## src/rtl/bcd_disp_pkg.sv

```systemverilog
// Shared constants and helpers for the BCD seven-segment display scanner.
// Segment patterns are logical (1 = segment lit), bit 0 = a ... bit 6 = g.
package bcd_disp_pkg;

  localparam int MAX_DIGITS = 8;

  localparam logic [6:0] SEG_0    = 7'h3F;
  localparam logic [6:0] SEG_1    = 7'h06;
  localparam logic [6:0] SEG_2    = 7'h5B;
  localparam logic [6:0] SEG_3    = 7'h4F;
  localparam logic [6:0] SEG_4    = 7'h66;
  localparam logic [6:0] SEG_5    = 7'h6D;
  localparam logic [6:0] SEG_6    = 7'h7D;
  localparam logic [6:0] SEG_7    = 7'h07;
  localparam logic [6:0] SEG_8    = 7'h7F;
  localparam logic [6:0] SEG_9    = 7'h6F;
  localparam logic [6:0] SEG_DASH = 7'h40;
  localparam logic [6:0] SEG_OFF  = 7'h00;

  // Logical one-hot digit enable; callers truncate to their digit count.
  function automatic logic [MAX_DIGITS-1:0] anode_onehot(input int unsigned idx);
    return {{(MAX_DIGITS-1){1'b0}}, 1'b1} << idx;
  endfunction

endpackage

```

## src/rtl/bcd_to_seg7.sv

```systemverilog
// Combinational BCD to seven-segment decoder. Codes 10..15 render as a
// dash and raise invalid so the scanner can latch an error flag.
module bcd_to_seg7
  import bcd_disp_pkg::*;
(
  input  logic [3:0] code,
  output logic [6:0] seg,
  output logic       invalid
);

  // Table lookup of the digit pattern, dash for out-of-range codes
  always_comb begin
    // NOTE: every output gets a value before the case so no path can leave
    // it unassigned, which would otherwise infer a latch.
    seg     = SEG_DASH;
    invalid = 1'b0;
    case (code)
      4'd0:    seg = SEG_0;
      4'd1:    seg = SEG_1;
      4'd2:    seg = SEG_2;
      4'd3:    seg = SEG_3;
      4'd4:    seg = SEG_4;
      4'd5:    seg = SEG_5;
      4'd6:    seg = SEG_6;
      4'd7:    seg = SEG_7;
      4'd8:    seg = SEG_8;
      4'd9:    seg = SEG_9;
      default: invalid = 1'b1;
    endcase
  end

endmodule

```

## src/rtl/bcd_display_scanner.sv

```systemverilog
// Time-multiplexed seven-segment driver for NUM_DIGITS packed BCD digits.
// New digits land in a pending buffer and move to the display buffer only
// at a frame boundary, so a frame never mixes two snapshots.
// Optional: define BCD_LEADING_ZERO_BLANK_EN to blank leading zeros.
module bcd_display_scanner
  import bcd_disp_pkg::*;
#(
  parameter int NUM_DIGITS = 4,
  parameter int SCAN_DIV   = 1000,
  parameter int ACTIVE_LOW = 1
) (
  input  logic                    clock,
  input  logic                    clear,
  input  logic                    load,
  input  logic [4*NUM_DIGITS-1:0] digits,
  output logic [6:0]              seg,
  output logic [NUM_DIGITS-1:0]   anode,
  output logic                    frame_done,
  output logic                    bcd_err
);

  localparam int DW = 4 * NUM_DIGITS;
  localparam int PW = $clog2(SCAN_DIV);
  localparam int IW = $clog2(NUM_DIGITS);

  localparam logic [PW-1:0] PRE_LAST = PW'(SCAN_DIV - 1);
  localparam logic [IW-1:0] IDX_LAST = IW'(NUM_DIGITS - 1);

  // Output inversion masks for common-anode panels
  localparam logic [6:0]            SEG_POL = (ACTIVE_LOW != 0) ? 7'h7F : 7'h00;
  localparam logic [NUM_DIGITS-1:0] AN_POL  = (ACTIVE_LOW != 0) ? '1 : '0;

  logic [PW-1:0] prescaler;
  logic [IW-1:0] index;
  logic [DW-1:0] display_buf;
  logic [DW-1:0] pending_buf;
  logic          pending_valid;

  logic                  tick;
  logic                  boundary;
  logic [3:0]            cur_code;
  logic [6:0]            dec_seg;
  logic                  dec_invalid;
  logic                  cur_blank;
  logic [6:0]            seg_next;
  logic [NUM_DIGITS-1:0] anode_next;
  logic                  err_hit;

  assign tick     = (prescaler == PRE_LAST);
  assign boundary = tick && (index == IDX_LAST);
  assign cur_code = display_buf[{index, 2'b00} +: 4];

  bcd_to_seg7 u_dec (
    .code    (cur_code),
    .seg     (dec_seg),
    .invalid (dec_invalid)
  );

`ifdef BCD_LEADING_ZERO_BLANK_EN
  logic [NUM_DIGITS-1:0] blank_mask;

  // Walk down from the top digit while the run of zeros holds; digit 0 is never blanked
  always_comb begin
    logic run;
    run        = 1'b1;
    blank_mask = '0;
    for (int i = NUM_DIGITS - 1; i > 0; i--) begin
      run           = run && (display_buf[4*i +: 4] == 4'd0);
      blank_mask[i] = run;
    end
  end

  assign cur_blank = blank_mask[index];
`else
  assign cur_blank = 1'b0;
`endif

  // Slot timing: prescaler paces each slot, index walks the digits
  always_ff @(posedge clock) begin
    if (!clear) begin
      prescaler <= '0;
      index     <= '0;
    end else if (tick) begin
      prescaler <= '0;
      index     <= (index == IDX_LAST) ? '0 : index + 1'b1;
    end else begin
      prescaler <= prescaler + 1'b1;
    end
  end

  // Double buffer: capture on load, publish to the display only at a frame boundary
  always_ff @(posedge clock) begin
    if (!clear) begin
      // NOTE: the display buffer feeds the outputs directly, so it is reset
      // like any control register rather than left as uninitialised storage.
      display_buf   <= '0;
      pending_buf   <= '0;
      pending_valid <= 1'b0;
    end else begin
      // NOTE: non-blocking updates mean display_buf takes the pending value
      // held before this edge even when load overwrites pending_buf here.
      if (boundary && pending_valid) begin
        display_buf   <= pending_buf;
        pending_valid <= 1'b0;
      end
      if (load) begin
        pending_buf   <= digits;
        pending_valid <= 1'b1;
      end
    end
  end

  // Next output values; the first cycle of every slot is dark to hide ghosting
  always_comb begin
    seg_next   = SEG_OFF;
    anode_next = '0;
    err_hit    = 1'b0;
    if (prescaler != '0) begin
      anode_next = NUM_DIGITS'(anode_onehot(32'(index)));
      seg_next   = cur_blank ? SEG_OFF : dec_seg;
      err_hit    = dec_invalid;
    end
  end

  // Registered outputs with panel polarity applied; bcd_err is sticky until clear
  always_ff @(posedge clock) begin
    if (!clear) begin
      seg        <= SEG_OFF ^ SEG_POL;
      anode      <= AN_POL;
      frame_done <= 1'b0;
      bcd_err    <= 1'b0;
    end else begin
      seg        <= seg_next ^ SEG_POL;
      anode      <= anode_next ^ AN_POL;
      frame_done <= boundary;
      bcd_err    <= bcd_err | err_hit;
    end
  end

endmodule
```

## config.mk

```make
export PLATFORM = sky130hd
export DESIGN_NAME = bcd_display_scanner
export DESIGN_NICKNAME = d
export VERILOG_FILES = /design/src/rtl/bcd_disp_pkg.sv /design/src/rtl/bcd_to_seg7.sv /design/src/rtl/bcd_display_scanner.sv
export SDC_FILE = /design/constraint.sdc
export NUM_CORES = 1
export LEC_CHECK = 0
export ABC_AREA = 1
export CAP_MARGIN = 20
export CELL_PAD_IN_SITES_DETAIL_PLACEMENT = 1
export CELL_PAD_IN_SITES_GLOBAL_PLACEMENT = 2
export CORE_UTILIZATION = 28
export DETAILED_ROUTE_END_ITERATION = 8
export PLACE_DENSITY = 0.84
export RECOVER_POWER = 50
export SLEW_MARGIN = 10
export SYNTH_ARGS = -nofsm -noshare
export SYNTH_HDL_FRONTEND = slang
export SYNTH_SLANG_ARGS = --single-unit
```

## constraint.sdc

```tcl
create_clock -name clock -period 1.4 [get_ports clock]
set_input_delay 0.21 -clock clock [delete_from_list [all_inputs] [get_ports clock]]
set_output_delay 0.21 -clock clock [all_outputs]
set_load 0.05 [all_outputs]
```

# --- Word level (Yosys, flattened, before mapping) ---
# Cells that the tools add are included.
totals:
  reg_bits: 58
  inputBits: 19
  out_inout_bits: 13
  wordCells: 43
classes:
  addsub: 2
  n_eq_ne: 11
  n_shift: 2
  n_mux: 8
  bitwise: 4
  n_reduce_logical: 7
ops:
  columns: ["operator", "count"]
  rows:
  - ["7-bit case mux with 10 select lines", 1]
  - ["4-bit by 3-bit equality test with 1-bit output (second input constant)", 4]
  - ["16-bit by 5-bit variable part select with 4-bit output", 1]
  - ["10-bit by 1-bit adder with 10-bit output (second input constant)", 1]
  - ["10-bit equality test (second input constant)", 1]
  - ["10-bit nonzero test", 1]
  - ["10-bit OR reduction", 1]
  - ["4-bit by 2-bit equality test with 1-bit output (second input constant)", 2]
  - ["4-bit equality test (second input constant)", 2]
  - ["7-bit two-way mux", 1]
  - ["7-bit NOT", 1]
  - ["4-bit by 1-bit equality test with 1-bit output (second input constant)", 1]
  - ["4-bit logical NOT", 1]
  - ["1-bit two-way mux", 4]
  - ["4-bit two-way mux", 1]
  - ["4-bit NOT", 1]
  - ["1-bit by 2-bit << shifter with 4-bit output (first input constant)", 1]
  - ["2-bit by 1-bit adder with 2-bit output (second input constant)", 1]
  - ["2-bit equality test (second input constant)", 1]
  - ["1-bit logical AND", 2]
  - ["2-bit two-way mux", 1]
  - ["2-bit nonzero test", 1]
  - ["2-bit OR reduction", 1]
  - ["1-bit NOT", 1]
  - ["1-bit OR", 1]

# --- Depth between registers and ports, before layout ---
# Gate-level depths: netlist of run 1.
logic_depth:
  word_depth: 6
  mapped_depth: 11
  depth_no_buf: 10

# --- By module ---
# A second synthesis of run 1 with hierarchy kept.
hier_totals:
  cells_unflattened: 329
  area_unflattened_um2: 2451.1
by_module_without_submodules:
  columns: ["mod", "instances", "cells_each", "area_per_inst_um2", "seq_area_each_um2"]
  rows:
  - ["bcd_display_scanner", 1, 299, 2307.2, 1161.1]
  - ["bcd_to_seg7", 1, 30, 143.9, 0.0]

# --- Worst setup path before layout of run 1 ---
# OpenSTA, ideal clock, no wires.
synth_timing:
  path_type: "register to register"
  start: "register index[0]"
  end: "register seg[5]"
  setup_ps: 118
  arrival_ps: 1213
  t_required_ps: 1282
  path_slack_ps: 69
  stages_incl_launch_ff: 11
  n_path_buf: 1
  synth_period_minus_slack_ps: 1331
  path_cell_list: "dfxtp_1 -> inv_2 -> buf_4 -> nand2_1 -> nand3_1 -> nand2_2 -> nand2_2 -> nor2_1 -> nor2_1 -> nand2_1 -> nand2_1"
synth_via:
  elab_chain_cells: 5
  elab_cells_between_ends: 14
  cone_classes: "eq/ne: 9; shift: 1; mux: 2; bitwise: 1; reduce/logical: 1"
synth_lines:
  columns: ["item", "line_no", "text"]
  rows:
  - ["start, declared", "bcd_display_scanner.sv:34", "logic [IW-1:0] index;"]
  - ["start signal, assigned", "bcd_display_scanner.sv:85", "index <= (index == IDX_LAST) ? '0 : index + 1'b1;"]
  - ["16-bit by 5-bit variable part select with 4-bit output (*)", "bcd_display_scanner.sv:51", "assign cur_code = display_buf[{index, 2'b00} +: 4];"]
  - ["4-bit equality test, or another cell as far along", "bcd_to_seg7.sv:17", "case (code)"]
  - ["7-bit case mux with 10 select lines (*)", "bcd_to_seg7.sv:17", null]
  - ["7-bit two-way mux (*)", "bcd_display_scanner.sv:118", "if (prescaler != '0) begin"]
  - ["7-bit NOT (no line) (*)", null, null]
  - ["end signal, assigned", "bcd_display_scanner.sv:128", "seg <= SEG_OFF ^ SEG_POL;"]
  - ["end signal, assigned", "bcd_display_scanner.sv:133", "seg <= seg_next ^ SEG_POL;"]
  - ["end, declared", "bcd_display_scanner.sv:16", "output logic [6:0] seg,"]
# Mark *: on every way between the ends. The rest lies on a longest branch, timed or not.
# A chain may end at the register's enable or synchronous reset.

# --- Worst setup path in the final report of run 1 ---
# Ends and elaborated chain as after synthesis.

==> flow_summary_export.csv, run 1 <==
group,metric,value,unit
worst_hold_path,hold_path_class,"input port to flop",
power,total_power,3.76,mW
timing,hold_violations,0,
timing,fin_tns_setup,0,ns
clock_network,clk_path_buf_depth,2,
power,p_sw,0.891,mW
global_routing,grt_pass1_wl,10700,um
layout,fin_area,3460,um2
power,ir_drop,0.529,mV
floorplan,dieArea,9330,um2
floorplan,start_util,0.289,
synth,yosys.area.top_type,"dfxtp_1",
power,p_sw_frac,0.237,
critical_path,critPathMaxFanout,5,
timing,period_share,0.955,
synth,yosysWarnings,0,
critical_path,reg2reg_slack,0.06,ns
synth,syn_inst,338,
synth,synth_flop_cell,"dfxtp_1",
synth,synth_area,2510,um2
routing,postRouteWirelength,6350,um
timing,setup_slack,0.0624,ns
critical_path,end_kind,"flop",
synth,synth-edff-count,0,
clock_network,cts_tree,"yes",
placed_design,dp_slack,-0.0892,ns
routing,drt.antenna.violating_nets,0,
floorplan,die_x,96.6,um
status,status,"complete, no violations",
placed_design,dp_hpwl,4410,um
synth,ys_async_sr_fraction,0,
synth,synth_fp_nets,363,
critical_path,endpoint,"seg[5]",
routing,wl_per_cell,12.5,um
timing,fin_worst_hold_slack,0.449,ns
floorplan,rows,34,
critical_path,worst_setup_path_start_kind,"flop",
critical_path,timing.rr.start,"index[0]",
worst_hold_path,holdCritStartpoint,"digits[14]",
placed_design,place_inst,487,
routing,viasPerCell,4.56,
floorplan,core,8680,um2
power,p_leak,1.49,nW
timing,finClkSkew,0.00603,ns
critical_path,cp_slowest_cell,"dfxtp_4",
power,pwr-share-clk,0.451,
synth,synth-seq-cells,58,
clock_network,clk_pin_slew,0.07,ns
synth,yosysUniqueCellTypes,27,
global_routing,grt_max_degree,19,
synth,synth_top_cell_area_share,0.463,
global_routing,track_usage,0.140,
power,p_int,2.87,mW
critical_path,slowest_delay,0.37,ns
routing,post-route-drc-count,0,
layout,syn_to_final_growth,38.1,%
clock_network,cts.sinks,58,
clock_network,cts-root-buf,"clkbuf_8",
power,seqPwrFrac,0.463,
floorplan,ios,32,
timing,rsz0062_at_grt,"true",
synth,syn_area_per_cell,7.41,um2
synth,synthTopCellsByCount,"nor2_1 (76), nand2_1 (74), dfxtp_1 (58)",
timing,setup_viol,0,
power,pwr_density_cell,1090,nW/um2
layout,finalCoreUtilization,0.399,
placed_design,io_buffers,31,
placed_design,gp_congestion,0.785,
routing,dr.pass1.iters,4,
global_routing,antenna_found_initial,0,
synth,ys_top_cells_by_area,"dfxtp_1 (46%), nor2_1 (11%), nand2_1 (11%), o21ai_0 (5.4%), a31oi_1 (3.5%)",
critical_path,crit_path_start,"index[0]",
layout,drive_above_1_share,0.249,
flow_run,maxCapViolCount,0,
critical_path,r2r-end,"seg[5]",
layout,antennaDiodeCount,0,
floorplan,die_y,96.6,um
timing,slew_headroom,0.665,
critical_path,crit_chain,"buf_4 > nand2_1 > nand3_2 > nand2_4 > nand2_2 > nor2_4 > nor2_1 > nand2_1 > nand2_1",
routing,drt-initial-drc-count,54,
critical_path,arrival,1.57,ns
synth,yosysMostFrequentCell,"nor2_1",
power,comb_power_share,0.086,
critical_path,worstRegToRegCells,9,
critical_path,critPathMostFrequentCell,"nand2_1",
layout,final_nets,419,
clock_network,htreeDepth,3,
routing,vias,2306,
global_routing,overflow,0,
placed_design,place_area,3220,um2
timing,tightest_slew,0.501,ns
timing,period_needed,1.34,ns
global_routing,first_global_vias,2338,
synth,yosysSeqAreaShare,0.463,
layout,final_cells,506,
clock_network,worstSkewPairLatency,0.34,ns
critical_path,critical_path_class,"flop to flop",
clock_network,cts_buffers,9,
timing,fmax,0.748,GHz
critical_path,crit_required,1.63,ns
timing,drv_slew,0,
[what timing repair did]
item / CTS / global route
resized for setup: 10 / 48
pin swaps: 1 / 9
setup endpoints to repair: 24 / 34
hold buffers: 0 / 0
setup buffers: 0 / 3
cloned: 0 / 1
[flip-flops by register name (all words and copies together), names as in the netlist]
name / flops
pending_valid: 1
seg: 7
frame_done: 1
index: 2
display_buf: 16
bcd_err: 1
prescaler: 10
anode: 4
pending_buf: 16
[kinds of logic (layout without fill, tap and decap cells)]
logic type                 Yosys count  count (layout)  share of synthesized area
buffers and inverters               31              91                     0.0624
AOI/OAI and AO/OA                   58              58                      0.127
adders and majority gates            6               6                     0.0300
and+or+nand+nor                    180             180                      0.300
DFF                                 58              58                      0.463
xor gates and xnor gates             5               5                     0.0175
[layout make-up]
type / count / area (um2)
clock buffer: 10 / 138
clock inverter: 5 / 78.8
sequential: 58 / 1170
multi-input combinational: 249 / 1330
tap: 108 / 135
fill: 1087 / 5220
timing repair buffer: 60 / 539
inverter: 16 / 65.1
[worst min path at each step]
| stage | slack, ns | end | cells past startpoint |
|---|---|---|---|
| 2_1_floorplan | 0.34 | pending_buf[0] | 2 |
| 3_3_place_gp | 0.46 | display_buf[7] | 2 |
| 3_5_place_dp | 0.47 | display_buf[7] | 2 |
| 4_1_cts | 0.44 | pending_buf[14] | 3 |
| 5_1_grt | 0.45 | pending_buf[0] | 3 |
| 6_report | 0.45 | pending_buf[14] | 3 |
[routing by layer]
| metal | GRT usage | share of wire | up-vias |
|---|---|---|---|
| li1 | - | - | 1210 |
| met4 | 0.0620 | 0.020 | 0 |
| met5 | 0 | 0 | - |
| met1 | 0.174 | 0.48 | 1049 |
| met2 | 0.230 | 0.48 | 37 |
| met3 | 0.0347 | 0.026 | 10 |
[placed cells by master (no fill, tap or decap), types with 11 or more instances in the layout]
master | synthesis | layout
nand2_2 | 5 | 11
nand2_1 | 74 | 61
o21ai_1 | 10 | 16
nand3_1 | 15 | 12
buf_4 | 6 | 24
clkdlybuf4s50_1 | 0 | 16
inv_1 | 11 | 11
o21ai_0 | 27 | 19
dfxtp_1 | 58 | 54
nor2_1 | 76 | 70
a31oi_1 | 14 | 14
[power by group through the flow]
stage | registers (mW) | clock network, mW | logic, mW
floorplan | 1.84 | 0 | 0.118
global placement | 1.79 | 0 | 0.369
detailed placement | 1.79 | 0 | 0.377
CTS | 1.75 | 1.74 | 0.381
global route | 1.75 | 1.82 | 0.359
finish | 1.74 | 1.70 | 0.323
[worst max-delay path, delay by kind of cell, from the launching register on]
family                 cells  cell delay (ns)
and+or+nand+nor            8             0.70
DFF                        1             0.37
buffers and inverters      1             0.16
No activity file was read; power rests on OpenSTA's default activity.
==> run 2, diff against run 1 <==
--- a/config.mk
+++ b/config.mk
@@ -9,9 +9,10 @@
 export CAP_MARGIN = 20
 export CELL_PAD_IN_SITES_DETAIL_PLACEMENT = 1
 export CELL_PAD_IN_SITES_GLOBAL_PLACEMENT = 2
-export CORE_UTILIZATION = 28
+export CORE_UTILIZATION = 25
 export DETAILED_ROUTE_END_ITERATION = 8
-export PLACE_DENSITY = 0.84
+export HOLD_SLACK_MARGIN = 0.12
+export PLACE_DENSITY = 0.78
 export RECOVER_POWER = 50
 export SLEW_MARGIN = 10
 export SYNTH_ARGS = -nofsm -noshare
==> run 2 against run 1 <==
  * Design area rose by 8.2%
  * Worst setup slack lost 0.043 ns
  * Register-to-register slack lost 0.04 ns
  * Critical path depth unchanged
  * Wire length up 3.1%
  * Sequential share of layout area fell by 2.6 points
  * Global-route usage shrank 0.58 points
==> flow_summary_export.csv, run 2 (synthesized netlist as in run 1, its figures left out) <==
group,metric,value,unit
routing,dr.pass1.iters,4,
critical_path,cpLargestDelayFamily,"flip-flops",
global_routing,overflow,0,
power,seqPwrFrac,0.448,
floorplan,core,9730,um2
timing,fin_tns_setup,0,ns
global_routing,grt_max_degree,28,
timing,fin_worst_hold_slack,0.437,ns
floorplan,start_util,0.258,
power,pwr-share-clk,0.450,
clock_network,cts_tree,"yes",
critical_path,critPathMaxFanout,6,
critical_path,crit_buf_inv,2,
routing,top_layer,"met4",
placed_design,place_inst,512,
timing,fmax,0.724,GHz
clock_network,htreeDepth,3,
timing,tightest_slew,0.244,ns
routing,postRouteWirelength,6550,um
critical_path,worstRegToRegCells,9,
critical_path,reg2reg_slack,0.02,ns
floorplan,ios,32,
clock_network,clk_pin_slew,0.08,ns
routing,wl_met1,3150,um
critical_path,critical_path_class,"flop to flop",
floorplan,dieArea,10400,um2
routing,post-route-drc-count,0,
layout,final_common_cell,"nor2_1",
layout,antennaDiodeCount,0,
placed_design,io_buffers,31,
timing,period_needed,1.38,ns
placed_design,dp_hpwl,4590,um
critical_path,critPathMostFrequentCell,"nand2_2",
layout,fin_area,3750,um2
power,p_int,2.92,mW
critical_path,crit_required,1.63,ns
layout,register_area,1170,um2
layout,syn_to_final_growth,49.5,%
clock_network,worstSkewPairLatency,0.35,ns
placed_design,place_area,3230,um2
worst_hold_path,hold_end,"pending_buf[9]",
timing,setup_viol,0,
worst_hold_path,hold_path_depth,3,
routing,viasPerCell,4.42,
timing,hold_violations,0,
clock_network,ctsHoldBuffers,0,
timing,finClkSkew,0.00956,ns
clock_network,cts_buffers,9,
power,pwr_density_cell,1050,nW/um2
placed_design,gp_congestion,0.807,
layout,largestRegisters,"display_buf: 16 flops, pending_buf: 16 flops, prescaler: 10 flops",
global_routing,first_global_vias,2347,
layout,drive_above_1_share,0.303,
clock_network,cts-root-buf,"clkbuf_8",
power,ir_drop,0.425,mV
critical_path,arrival,1.61,ns
routing,wl_per_cell,12.3,um
timing,slew_headroom,0.838,
clock_network,cts.sinks,58,
critical_path,crit_chain,"buf_6 > inv_4 > ha_4 > nand2_2 > nor2_2 > nand4_1 > nand2_2 > a21oi_4 > o21ai_1",
status,status,"complete, no violations",
clock_network,clk_path_buf_depth,2,
floorplan,die_x,102,um
worst_hold_path,hold_path_class,"input port to flop",
power,p_leak,1.60,nW
routing,wl_met3,212,um
critical_path,cp_slowest_cell,"dfxtp_4",
routing,vias,2349,
layout,layout_common_cells,"nor2_1 (68), dfxtp_1 (54), nand2_1 (52)",
critical_path,slowest_delay,0.37,ns
flow_run,maxCapViolCount,0,
power,p_sw,1.00,mW
global_routing,grt_pass1_wl,10800,um
routing,drt.antenna.violating_nets,0,
critical_path,r2r-end,"seg[2]",
floorplan,die_y,102,um
timing,period_share,0.986,
global_routing,track_usage,0.135,
critical_path,worst_setup_path_start_kind,"flop",
routing,dr_wl_met2,3030,um
critical_path,timing.rr.start,"prescaler[1]",
timing,rsz0062_at_grt,"true",
floorplan,rows,36,
timing,drv_slew,0,
routing,drt-initial-drc-count,50,
global_routing,antenna_found_initial,0,
power,comb_power_share,0.102,
power,p_sw_frac,0.256,
layout,final_cells,532,
layout,multiInputGateArea,1390,um2
layout,fillers,1197,
layout,final_nets,419,
critical_path,end_kind,"flop",
worst_hold_path,holdCritStartpoint,"digits[9]",
run 2: metrics by stage:
stage	utilization	setup WS, ns	power, mW
floorplan	-	0.0692	1.96
global placement	0.332	-0.0413	2.16
detailed placement	0.332	-0.0741	2.17
CTS	0.356	0.000755	3.95
global route	0.385	-0.0551	4.11
finish	0.385	0.0190	3.92
run 2: worst min-delay path: cells and delay by family:
kind                   cells  cell delay, ns
buffers and inverters      1            0.39
and+or+nand+nor            2            0.15
run 2: routing by layer:
metal | vias up | global-route usage
met3 | 11 | 0.0349
met4 | 0 | 0.0659
met5 | - | 0
met2 | 41 | 0.207
met1 | 1088 | 0.175
li1 | 1209 | -
run 2: layout make-up:
cell class,count,share of cell area
multi-input cells,249,0.371
well taps,133,0.0444
flip-flops and latches,58,0.313
clock buffers,9,0.0331
clock inverters,7,0.0274
inverters,16,0.0187
repair buffers,60,0.192
run 2: worst max-delay path by stage:
stage / cells past startpoint / startpoint / to
2_1_floorplan: 10 / index[0] / seg[5]
6_report: 9 / prescaler[1] / seg[2]
3_3_place_gp: 9 / prescaler[1] / seg[2]
4_1_cts: 9 / prescaler[1] / seg[2]
5_1_grt: 9 / prescaler[1] / seg[2]
3_5_place_dp: 9 / index[0] / seg[5]
run 2: timing repair:
action                                  in CTS  in global routing
buffers inserted                             0                  3
gates resized for setup                      8                 72
gates cloned                                 0                  1
endpoints found under the setup margin      24                 39
pin swaps                                    2                 19
hold endpoints to repair                     0                  0
run 2: power by group through the flow:
stage	registers (mW)	clock network, mW	logic [mW]
floorplan	1.84	0	0.118
global placement	1.79	0	0.371
detailed placement	1.79	0	0.376
CTS	1.75	1.81	0.381
global route	1.76	1.91	0.438
finish	1.76	1.77	0.401
==> run 3, diff against run 2 <==
--- a/config.mk
+++ b/config.mk
@@ -6,7 +6,6 @@
 export NUM_CORES = 1
 export LEC_CHECK = 0
 export ABC_AREA = 1
-export CAP_MARGIN = 20
 export CELL_PAD_IN_SITES_DETAIL_PLACEMENT = 1
 export CELL_PAD_IN_SITES_GLOBAL_PLACEMENT = 2
 export CORE_UTILIZATION = 25
==> constraint.sdc (replaced) <==
create_clock -name clock -period 1.4 [get_ports clock]
set_input_delay 0.28 -clock clock [delete_from_list [all_inputs] [get_ports clock]]
set_output_delay 0.28 -clock clock [all_outputs]
set_load 0.05 [all_outputs]
==> run 3 against run 2 <==
  * Critical path depth up 1
  * First-iteration DRC count is 92% higher
  * Wire length up 3.1%
  * Clock power hardly changed
  * Final cell count up 0.94%
  * Highest routed layer unchanged
  * Flip-flop and latch count stayed put
  * Maximum frequency up 1.1%
  * Utilization shrank 1.4 points
  * Critical path type unchanged
  * Largest cell class unchanged
  * Hold slack gained 0.056 ns
==> flow_summary_export.csv, run 3 (synthesized netlist as in run 1, its figures left out) <==
group,metric,value,unit
placed_design,io_buffers,31,
clock_network,worstSkewPairLatency,0.34,ns
routing,post-route-drc-count,0,
clock_network,ctsHoldBuffers,0,
critical_path,cpLargestDelayFamily,"simple AND/OR/NAND/NOR gates",
global_routing,antenna_found_initial,0,
routing,wl_per_cell,12.6,um
placed_design,dp_slack,-0.189,ns
routing,viasPerCell,4.46,
layout,antennaDiodeCount,0,
clock_network,cts.sinks,58,
global_routing,grt-busiest-layer,"met2",
timing,setup_slack,0.0343,ns
global_routing,grt_pass1_wl,11100,um
timing,finClkSkew,0.0125,ns
timing,rsz0062_at_grt,"true",
power,pwr_density_cell,1060,nW/um2
floorplan,core,9730,um2
timing,hold_violations,0,
global_routing,track_usage,0.138,
critical_path,critPathMostFrequentCell,"nand2_1",
layout,drive_above_1_share,0.319,
timing,fmax,0.732,GHz
flow_run,maxCapViolCount,0,
routing,vias,2395,
layout,largestRegisters,"display_buf: 16 flops, pending_buf: 16 flops, prescaler: 10 flops",
critical_path,arrival,1.59,ns
global_routing,met2_usage,0.226,
timing,period_share,0.976,
timing,tightest_slew,0.331,ns
power,ir_drop,0.515,mV
critical_path,critPathMaxFanout,6,
timing,period_needed,1.37,ns
layout,layout_common_cells,"nor2_1 (66), dfxtp_1 (51), nand2_1 (49)",
placed_design,gp_congestion,0.726,
timing,drv_slew,0,
global_routing,use_met1,0.172,
routing,dr.pass1.iters,4,
critical_path,crit_cells,10,
critical_path,slowest_delay,0.39,ns
critical_path,worst_setup_path_start_kind,"flop",
clock_network,htreeDepth,3,
layout,final_common_cell,"nor2_1",
global_routing,met3_usage,0.0349,
timing,slew_headroom,0.778,
floorplan,rows,36,
layout,final_nets,424,
clock_network,cts-root-buf,"clkbuf_8",
layout,syn_to_final_growth,44.2,%
critical_path,crit_required,1.63,ns
placed_design,dp_hpwl,4500,um
global_routing,grt_max_degree,29,
critical_path,crit_buf_inv,2,
clock_network,cts_tree,"yes",
clock_network,clk_path_buf_depth,2,
critical_path,crit_chain,"buf_8 > nand2_2 > nand3_2 > nand2_4 > buf_12 > nand2_1 > nor2_2 > nor2_2 > nand2_1 > nand2_1",
status,status,"complete, no violations",
critical_path,critical_path_class,"flop to flop",
timing,setup_viol,0,
critical_path,worstRegToRegCells,10,
layout,fin_area,3610,um2
critical_path,end_kind,"flop",
global_routing,overflow,0,
global_routing,first_global_vias,2426,
routing,drt-initial-drc-count,96,
timing,fin_worst_hold_slack,0.494,ns
routing,postRouteWirelength,6750,um
critical_path,cp_slowest_cell,"dfxtp_4",
clock_network,cts_buffers,9,
floorplan,start_util,0.258,
worst_hold_path,hold_path_depth,2,
worst_hold_path,hold_path_class,"flop to flop",
floorplan,die_y,102,um
clock_network,clk_pin_slew,0.07,ns
floorplan,dieArea,10400,um2
floorplan,ios,32,
routing,drt.antenna.violating_nets,0,
placed_design,place_area,3280,um2
power,p_leak,1.53,nW
floorplan,die_x,102,um
==> run 3: final timing paths <==
kind | start | end | slack [ns]
worst min register to register | pending_buf[5] | display_buf[5] | 0.49
worst max-delay path | index[0] | seg[3] | 0.03
worst min-delay path | pending_buf[5] | display_buf[5] | 0.49
worst max register to register | index[0] | seg[3] | 0.03
==> run 3: final cells by class <==
cell class	instances	area, um2
tap	133	166
inverter	16	72.6
clock buffer	9	124
sequential	58	1170
multi-input combinational	249	1370
fill	1216	6120
clock inverter	7	101
timing repair buffer	65	603
==> run 3: timing repair <==
action	in CTS	in global routing
setup endpoints to repair	22	32
setup buffers	0	5
pin swaps	2	25
gates cloned	0	1
gates resized for setup	10	69
==> run 3: per-stage QoR <==
stage	cells	utilization	TNS [ns]	power, mW
2_1_floorplan	338	-	0	1.96
3_3_place_gp	515	0.337	-4.87	2.16
3_5_place_dp	515	0.337	-5.19	2.17
4_1_cts	531	0.362	0	3.94
5_1_grt	537	0.371	-0.530	3.98
6_report	537	0.371	0	3.83
==> run 3: routing by layer <==
| layer | vias up | wire [um] |
|---|---|---|
| li1 | 1218 | - |
| met1 | 1135 | 3240 |
| met2 | 38 | 3210 |
| met3 | 4 | 205 |
| met4 | 0 | 86 |
| met5 | - | 0 |
==> run 3: power breakdown <==
part	leakage (nW)	total (mW)	switching [mW]	internal, mW
Clock	0.106	1.75	0.742	1.01
Combinational	0.943	0.333	0.201	0.132
Sequential	0.478	1.74	0.0315	1.71
==> run 3: worst reg2reg max path, cell delays in order, from the launching register on <==
cell	delay (ns)
dfxtp_4	0.39
buf_8	0.15
nand2_2	0.08
nand3_2	0.08
nand2_4	0.11
buf_12	0.12
nand2_1	0.06
nor2_2	0.11
nor2_2	0.05
nand2_1	0.06
nand2_1	0.05
